`src/rtl/mmio_pkg.sv`:
```
// Shared command encodings, peripheral base addresses and decode helpers
// for the memory-mapped I/O controller.
package mmio_pkg;

  typedef enum logic [1:0] {
    MNONE  = 2'b00,
    MWRITE = 2'b01,
    MREAD  = 2'b10
  } mem_cmd_e;

  localparam logic [8:0] OUT_BASE  = 9'h100;
  localparam logic [8:0] IN_BASE   = 9'h140;
  localparam logic [8:0] STAT_BASE = 9'h160;

  typedef struct packed {
    logic       ram;
    logic       outr;
    logic       inp;
    logic       stat;
    logic [3:0] idx;
  } dec_t;

  // Each peripheral window is 16 slots aligned on a 16-byte boundary of the page.
  function automatic logic win_hit(input logic [7:0] off, input logic [8:0] base, input int n);
    return (off[7:4] == base[7:4]) && (int'(off[3:0]) < n);
  endfunction

endpackage

```
`src/rtl/mmio_in_port.sv`:
```
// One asynchronous input port: two-flop synchroniser, rising-edge detect and
// sticky status that clears on read (a same-cycle edge wins over the clear).
module mmio_in_port
  import mmio_pkg::*;
#(
  parameter int IN_W = 8
) (
  input  logic            clk,
  input  logic            reset,
  input  logic            arm_i,
  input  logic            clr_i,
  input  logic [IN_W-1:0] in_i,
  output logic [IN_W-1:0] sync_o,
  output logic [IN_W-1:0] stat_o
);

  logic [IN_W-1:0] sync1_q, sync2_q, prev_q, stat_q, stat_d, edge_w;

  assign edge_w = sync2_q & ~prev_q;
  assign stat_d = (stat_q & ~{IN_W{clr_i}}) | (edge_w & {IN_W{arm_i}});

  always_ff @(posedge clk or negedge reset) begin
    if (!reset) begin
      sync1_q <= '0;
      sync2_q <= '0;
      prev_q  <= '0;
      stat_q  <= '0;
    end else begin
      sync1_q <= in_i;
      sync2_q <= sync1_q;
      prev_q  <= sync2_q;
      stat_q  <= stat_d;
    end
  end

  assign sync_o = sync2_q;
  assign stat_o = stat_q;

endmodule

```
`src/rtl/mmio_io_ctrl.sv`:
```
// MMIO controller: decodes CPU accesses into RAM, N_OUT output registers and
// N_IN synchronised input ports with sticky edge status.
module mmio_io_ctrl
  import mmio_pkg::*;
#(
  parameter int DATA_W = 16,
  parameter int ADDR_W = 9,
  parameter int N_OUT  = 2,
  parameter int OUT_W  = 8,
  parameter int N_IN   = 2,
  parameter int IN_W   = 8
) (
  input  logic                   clk,
  input  logic                   reset,
  input  logic [1:0]             mem_cmd,
  input  logic [ADDR_W-1:0]      mem_addr,
  input  logic [DATA_W-1:0]      write_data,
  output logic [DATA_W-1:0]      read_data,
  output logic                   ram_we,
  input  logic [DATA_W-1:0]      ram_rdata,
  input  logic [N_IN*IN_W-1:0]   in_bus,
  output logic [N_OUT*OUT_W-1:0] out_bus
);

  if (N_OUT < 1 || N_OUT > 16 || N_IN < 1 || N_IN > 16 ||
      OUT_W > DATA_W || IN_W > DATA_W || ADDR_W < 9) begin : g_param_err
    $error("mmio_io_ctrl: illegal parameter set");
  end

  // Bits between the region bit and the 256-entry page must be zero for peripherals.
  localparam logic [ADDR_W-1:0] TOP_BIT  = ADDR_W'(1) << (ADDR_W - 1);
  localparam logic [ADDR_W-1:0] MID_MASK = (TOP_BIT - ADDR_W'(1)) & ~ADDR_W'(8'hFF);

  logic                          rd_en, wr_en, periph, arm;
  logic [7:0]                    off;
  dec_t                          dec;
  logic [N_OUT-1:0][OUT_W-1:0]   out_q, out_d;
  logic [N_IN-1:0][IN_W-1:0]     sync_w, stat_w;
  logic [N_IN-1:0]               clr_w;
  logic [1:0]                    cnt_q, cnt_d;
  logic                          unused_ok;

  assign rd_en     = (mem_cmd == MREAD);
  assign wr_en     = (mem_cmd == MWRITE);
  assign off       = mem_addr[7:0];
  assign periph    = mem_addr[ADDR_W-1] && ((mem_addr & MID_MASK) == '0);
  assign unused_ok = ^write_data;

  always_comb begin
    dec      = '0;
    dec.idx  = off[3:0];
    dec.ram  = ~mem_addr[ADDR_W-1];
    dec.outr = periph && win_hit(off, OUT_BASE, N_OUT);
    dec.inp  = periph && win_hit(off, IN_BASE, N_IN);
    dec.stat = periph && win_hit(off, STAT_BASE, N_IN);
  end

  assign ram_we = wr_en && dec.ram;

  always_comb begin
    out_d = out_q;
    for (int k = 0; k < N_OUT; k++)
      if (wr_en && dec.outr && dec.idx == 4'(k)) out_d[k] = write_data[OUT_W-1:0];
  end

  always_ff @(posedge clk or negedge reset) begin
    if (!reset) out_q <= '0;
    else        out_q <= out_d;
  end

  assign out_bus = out_q;

  // Warm-up keeps inputs that were already high at reset from reporting an edge.
  assign cnt_d = (cnt_q == 2'd3) ? cnt_q : cnt_q + 2'd1;
  assign arm   = (cnt_q == 2'd3);

  always_ff @(posedge clk or negedge reset) begin
    if (!reset) cnt_q <= '0;
    else        cnt_q <= cnt_d;
  end

  for (genvar k = 0; k < N_IN; k++) begin : g_in
    assign clr_w[k] = rd_en && dec.stat && (dec.idx == 4'(k));
    mmio_in_port #(.IN_W(IN_W)) u_port (
      .clk    (clk),
      .reset  (reset),
      .arm_i  (arm),
      .clr_i  (clr_w[k]),
      .in_i   (in_bus[k*IN_W +: IN_W]),
      .sync_o (sync_w[k]),
      .stat_o (stat_w[k])
    );
  end

  always_comb begin
    read_data = '0;
    if (rd_en) begin
      if (dec.ram) read_data = ram_rdata;
      for (int k = 0; k < N_OUT; k++)
        if (dec.outr && dec.idx == 4'(k)) read_data = DATA_W'(out_q[k]);
      for (int k = 0; k < N_IN; k++) begin
        if (dec.inp  && dec.idx == 4'(k)) read_data = DATA_W'(sync_w[k]);
        if (dec.stat && dec.idx == 4'(k)) read_data = DATA_W'(stat_w[k]);
      end
    end
  end

endmodule
```
`config.mk`:
```
export PLATFORM = sky130hd
export DESIGN_NAME = mmio_io_ctrl
export DESIGN_NICKNAME = d
export VERILOG_FILES = /design/src/rtl/mmio_pkg.sv /design/src/rtl/mmio_in_port.sv /design/src/rtl/mmio_io_ctrl.sv
export SDC_FILE = /design/constraint.sdc
export NUM_CORES = 1
export LEC_CHECK = 0
export ABC_AREA = 1
export CELL_PAD_IN_SITES_DETAIL_PLACEMENT = 0
export CELL_PAD_IN_SITES_GLOBAL_PLACEMENT = 2
export CORE_MARGIN = 8
export CORE_UTILIZATION = 32
export CTS_BUF_LIST = sky130_fd_sc_hd__clkbuf_8
export CTS_CLUSTER_SIZE = 30
export DETAILED_ROUTE_END_ITERATION = 8
export PLACE_DENSITY_LB_ADDON = 0.1
export SLEW_MARGIN = 40
export SYNTH_ARGS = -nofsm -noshare
export SYNTH_HDL_FRONTEND = slang
export SYNTH_SLANG_ARGS = --single-unit
```
`constraint.sdc`:
```
create_clock -name clk -period 2.2 [get_ports clk]
set_input_delay 0.44 -clock clk [delete_from_list [all_inputs] [get_ports clk]]
set_output_delay 0.44 -clock clk [all_outputs]
set_load 0.01 [all_outputs]
```
== After elaboration in Yosys (flattened, before gate mapping) ==
Cells that the tools add are included.
Cells by class
  eq/ne operators: 6
  add/subtract/negate cells: 1
  muxes and demuxes: 8
  reductions and logical operators: 21
  order comparisons: 1
  bitwise logic cells: 13
Operators by type and width (number)
  $mux 16: 8
  $and 8x8->8: 6
  $not 8->8: 4
  $logic_and 1x1->1: 19
  $or 8x8->8: 2
  $eq 4x3->1 const B: 2
  $logic_not 4->1: 2
  $eq 2x2->1 const B: 2
  $eq 4x1->1 const B: 1
  $lt 4x2->1 const B: 1
  $add 2x1->2 const B: 1
  $eq 2x1->1 const B: 1
  $not 1->1: 1
Word-level totals
  word-level logic and storage cells: 61
  register bits: 82
  input port bits: 61
  output and inout port bits: 33

== Longest topological paths before layout ==
  word-level depth: 11
  mapped depth: 9
  gate-level depth less buffers: 9

== Hierarchy ==
Synthesis repeated with hierarchy kept, for this count alone.
Unflattened totals
  cell total of the unflattened synthesis: 381
  area total of the unflattened synthesis: 3524.6 um2
By module, submodules not included
  mmio_in_port: area an instance 945.9 um2, cells an instance 66, sequential area each 800.8 um2, times used 2
  mmio_io_ctrl: area an instance 1632.8 um2, cells an instance 249, sequential area each 450.4 um2, times used 1

== Worst setup path before layout ==
No wires, ideal clock.
  path type: input-to-output
  start point: input port mem_addr[4]
  end point: output port read_data[6]
  stages: 9
  path buffers: 1
  data required time: 1760 ps
  slack: 388 ps
  arrival time: 1372 ps
  path through: inv_1 > nand2_1 > nor2_4 > buf_6 > nand4_1 > nand3_1 > nand3b_1 > nand2_1 > nand2_1
Between the ends
  word-level cells in the longest chain between the ends: 11
  elaborated cells between the ends (all ways): 22
  those cells by class: eq/ne: 2; mux: 7; reduce/logical: 13
RTL lines
  start: declaration: line mmio_io_ctrl.sv:16  | input logic [ADDR_W-1:0] mem_addr,
  $logic_not 4->1: line mmio_pkg.sv:25  | return (off[7:4] == base[7:4]) && (int'(off[3:0]) < n);
  $logic_and 1x1->1: line mmio_pkg.sv:25
  $logic_and 1x1->1: line mmio_io_ctrl.sv:53  | dec.outr = periph && win_hit(off, OUT_BASE, N_OUT);
  $logic_and 1x1->1: line mmio_io_ctrl.sv:100  | if (dec.outr && dec.idx == 4'(k)) read_data = DATA_W'(out_q[k]);
  $mux 16 (2 in a row): line mmio_io_ctrl.sv:100
  $mux 16: line mmio_io_ctrl.sv:102  | if (dec.inp && dec.idx == 4'(k)) read_data = DATA_W'(sync_w[k]);
  $mux 16: line mmio_io_ctrl.sv:103  | if (dec.stat && dec.idx == 4'(k)) read_data = DATA_W'(stat_w[k]);
  $mux 16: line mmio_io_ctrl.sv:102
  $mux 16 (*): line mmio_io_ctrl.sv:103
  $mux 16 (*): line mmio_io_ctrl.sv:97  | if (rd_en) begin
  end: declaration: line mmio_io_ctrl.sv:18  | output logic [DATA_W-1:0] read_data,
Mark *: on every way between the ends. The rest lies on a longest branch, timed or not.

== Final worst setup path ==
  start point: input port mem_addr[3]
  end point: output port read_data[0]
Between the ends
  word-level cells in the longest chain between the ends: 11
  elaborated cells between the ends (all ways): 22
  those cells by class: order compare: 1; eq/ne: 1; mux: 7; reduce/logical: 13
RTL lines (line)
  $lt 4x2->1: mmio_pkg.sv:25
  $logic_and 1x1->1: mmio_pkg.sv:25
  $logic_and 1x1->1: mmio_io_ctrl.sv:53
  $logic_and 1x1->1: mmio_io_ctrl.sv:100
  $mux 16 (2 in a row): mmio_io_ctrl.sv:100
  $mux 16: mmio_io_ctrl.sv:102
  $mux 16: mmio_io_ctrl.sv:103
  $mux 16: mmio_io_ctrl.sv:102
  $mux 16 (*): mmio_io_ctrl.sv:103
  $mux 16 (*): mmio_io_ctrl.sv:97
Marked as above.

==> impl_metrics.json <==
{
  "outcome": "complete, no violations",
  "cts_sinks": 82,
  "ff_latch_area_mm2": 0.00205,
  "antenna_found_initial": 0,
  "grt_first_pass_wirelength_mm": 16.1,
  "synth_top_area_frac": 0.589,
  "crit_buf_inv": 4,
  "synth_flop_cell": "dfrtp_1",
  "synth_mux_area_frac": 0,
  "finalHoldViolations": 0,
  "routedWlPerCell_um": 15.1,
  "track_usage": 0.140,
  "post-route-min-period_ns": 2.18,
  "cts_tree": "built",
  "synth_compound_area_frac": 0.0797,
  "grt_pass1_vias": 3040,
  "fillers": 1081,
  "placed_cells": 607,
  "fin_setup_tns_ns": 0,
  "dpl_cell_area_mm2": 0.00466,
  "yosysTopAreaCell": "dfrtp_1",
  "fin_util": 0.475,
  "drc": 0,
  "dp_hpwl_mm": 7.16,
  "finalNonFillerCells": 644,
  "die-area_mm2": 0.0145,
  "crit_chain": "buf_6 -> nor2_4 -> nand2_4 -> buf_12 -> nor2_4 -> nand3_4 -> buf_12 -> nor2_8 -> nand2_1 -> nand2_1 -> buf_2",
  "slowest_stage": "nor2_8",
  "met1_length_mm": 4.55,
  "slowest_delay_ns": 0.17,
  "io_buffers": 85,
  "fin_crit_sh": 0.993,
  "cts_buffer_depth": 2,
  "clkLatencyLatePin_ns": 0.35,
  "ys_seq_area_frac": 0.589,
  "start_util": 0.324,
  "synth.most_common_cell": "nand2_1",
  "comb_power_share": 0.106,
  "initialDrtViolationCount": 157,
  "n_antenna_cell": 0,
  "p_total_mw": 2.99,
  "crit_arrival_ns": 1.74,
  "drtPass1Iterations": 4,
  "layout.nets": 561,
  "async_flop_share": 1.00,
  "dr_total_vias": 2903,
  "grt_max_degree": 35,
  "power_frac_clock": 0.369,
  "skew_ns": 0.00614,
  "crit_fanout": 7,
  "yosysUniqueCellTypes": 28,
  "synthesis.area_mm2": 0.00348,
  "row_count": 38,
  "p_seq_frac": 0.525,
  "synth.avg_cell_area_um2": 9.54,
  "synth_nets": 427,
  "top_layer": "met4",
  "drive_gt1_frac": 0.262,
  "wl_met3_um": 466,
  "crit_required_ns": 1.76,
  "cp-end-kind": "primary output",
  "slew_headroom": 0.626,
  "leakagePower_nw": 2.37,
  "yosys.area_share.adder": 0.00359,
  "die_x_um": 120,
  "yosys-top-cells-area": "dfrtp_1 59%, nand2_1 11%, inv_1 4.5%",
  "clock.fmax_mhz": 458,
  "worst_pin_slew_ns": 0.561,
  "cts_max_level": 3,
  "synth_top_family_by_area": "simple AND/OR/NAND/NOR gates",
  "multi_input_area_mm2": 0.00131,
  "synth_commonest_cells": "104 x nand2_1, 82 x dfrtp_1, 42 x inv_1",
  "drv_slew": 0,
  "yosys_register_bits": 82,
  "drt-total-wl_mm": 9.71,
  "cts_buffers": 9,
  "timing.hold.ws_ns": 0.0163,
  "syn_inst": 365,
  "rsz0062_at_grt": "true",
  "path_delay_family": "simple AND/OR/NAND/NOR gates",
  "clk_pin_slew_ns": 0.09,
  "fin_ws_ns": 0.0163,
  "place.gp.congestion": 0.801,
  "maxCapViolations": 0,
  "dp_worst_setup_slack_ns": -0.731,
  "ys_warn_count": 0,
  "synth_xor_area_frac": 0.00251,
  "sw_frac_of_total": 0.250,
  "setup_violations": 0,
  "ant_nets": 0,
  "wl_met2_mm": 4.57,
  "grt_overflow": 0,
  "die_h_um": 120,
  "via_per_inst": 4.51,
  "power.switching_mw": 0.749,
  "p_int_mw": 2.24,
  "cp-start-kind": "primary input",
  "area_delta_synth_final_pct": 46.6,
  "clockRootBuffer": "clkbuf_8",
  "power_density_mw_per_mm2": 586,
  "hold_path.class": "in -> async",
  "core_mm2": 0.0107,
  "crit_type": "in -> out",
  "synth_edf_count": 0,
  "synthSimpleGateAreaFrac": 0.254,
  "design_area_mm2": 0.00511,
  "ios": 94,
  "vdd_drop_max_uv": 456
}
[area by class of cell]
type                            count  area share
Sequential cell                    82       0.402
Multi-Input combinational cell    229       0.256
Timing Repair Buffer              133       0.236
Tap cell                          140      0.0343
Inverter                           44      0.0333
Clock buffer                        9      0.0243
Clock inverter                      7      0.0149
[metal layers]
layer	vias to the layer above	track usage
met5	-	0
met4	0	0.0406
met3	9	0.0368
met2	69	0.227
met1	1369	0.180
li1	1456	-
[worst paths after layout]
kind | slack [ns] | start | to | cells after the start
worst max-delay path | 0.02 | mem_addr[3] | read_data[0] | 11
worst min-delay path | 0.02 | reset | out_bus[8] | 1
worst max register to register | 0.79 | cnt_q[0] | g_in[1].u_port.stat_o[3] | 5
worst min register to register | 0.35 | g_in[0].u_port.sync1_q[7] | g_in[0].u_port.sync_o[7] | 0
max in group asynchronous | 1.55 | reset | g_in[1].u_port.sync1_q[3] | 2
min in group clk | 0.35 | g_in[0].u_port.sync1_q[7] | g_in[0].u_port.sync_o[7] | 0
[registers in the layout (all words and copies together), names as in the netlist]
signal / count
g_in.u_port.sync1_q: 16
g_in.u_port.sync_o: 16
cnt_q: 2
g_in.u_port.prev_q: 16
out_bus: 16
g_in.u_port.stat_o: 16
[cell families after synthesis]
kind of cell / after synthesis
xor gates and xnor gates: 1
buffers and inverters: 54
AOI/OAI and AO/OA: 50
and+or+nand+nor: 177
adders and majority gates: 1
DFF: 82
[power groups by stage]
stage          clock network [mW]  logic (mW)  registers, mW
6_report                     1.10       0.318           1.57
4_1_cts                      1.14       0.317           1.57
3_3_place_gp                    0       0.295           1.60
3_5_place_dp                    0       0.296           1.60
2_1_floorplan                   0      0.0914           1.59
5_1_grt                      1.21       0.351           1.58
[repair_timing]
| item | CTS | global route |
|---|---|---|
| gates cloned | 2 | 0 |
| pin swaps | 28 | 27 |
| hold buffers | 0 | 0 |
| endpoints found under the setup margin | 17 | 16 |
| resized for setup | 104 | 36 |
| setup buffers | 16 | 3 |
[layout by cell type (no fill, tap or decap), drive strengths merged, types with 7 or more instances in the layout]
master,synthesis,final
a21oi,7,7
buf,7,61
clkbuf,3,20
clkdlybuf4s50,0,58
dfrtp,82,82
inv,43,44
nand2,106,106
nand3,12,12
nand3b,7,7
nand4,26,26
nor2,26,26
o21ai,34,34
o31ai,7,7
Power figures use the tool's default switching activity.
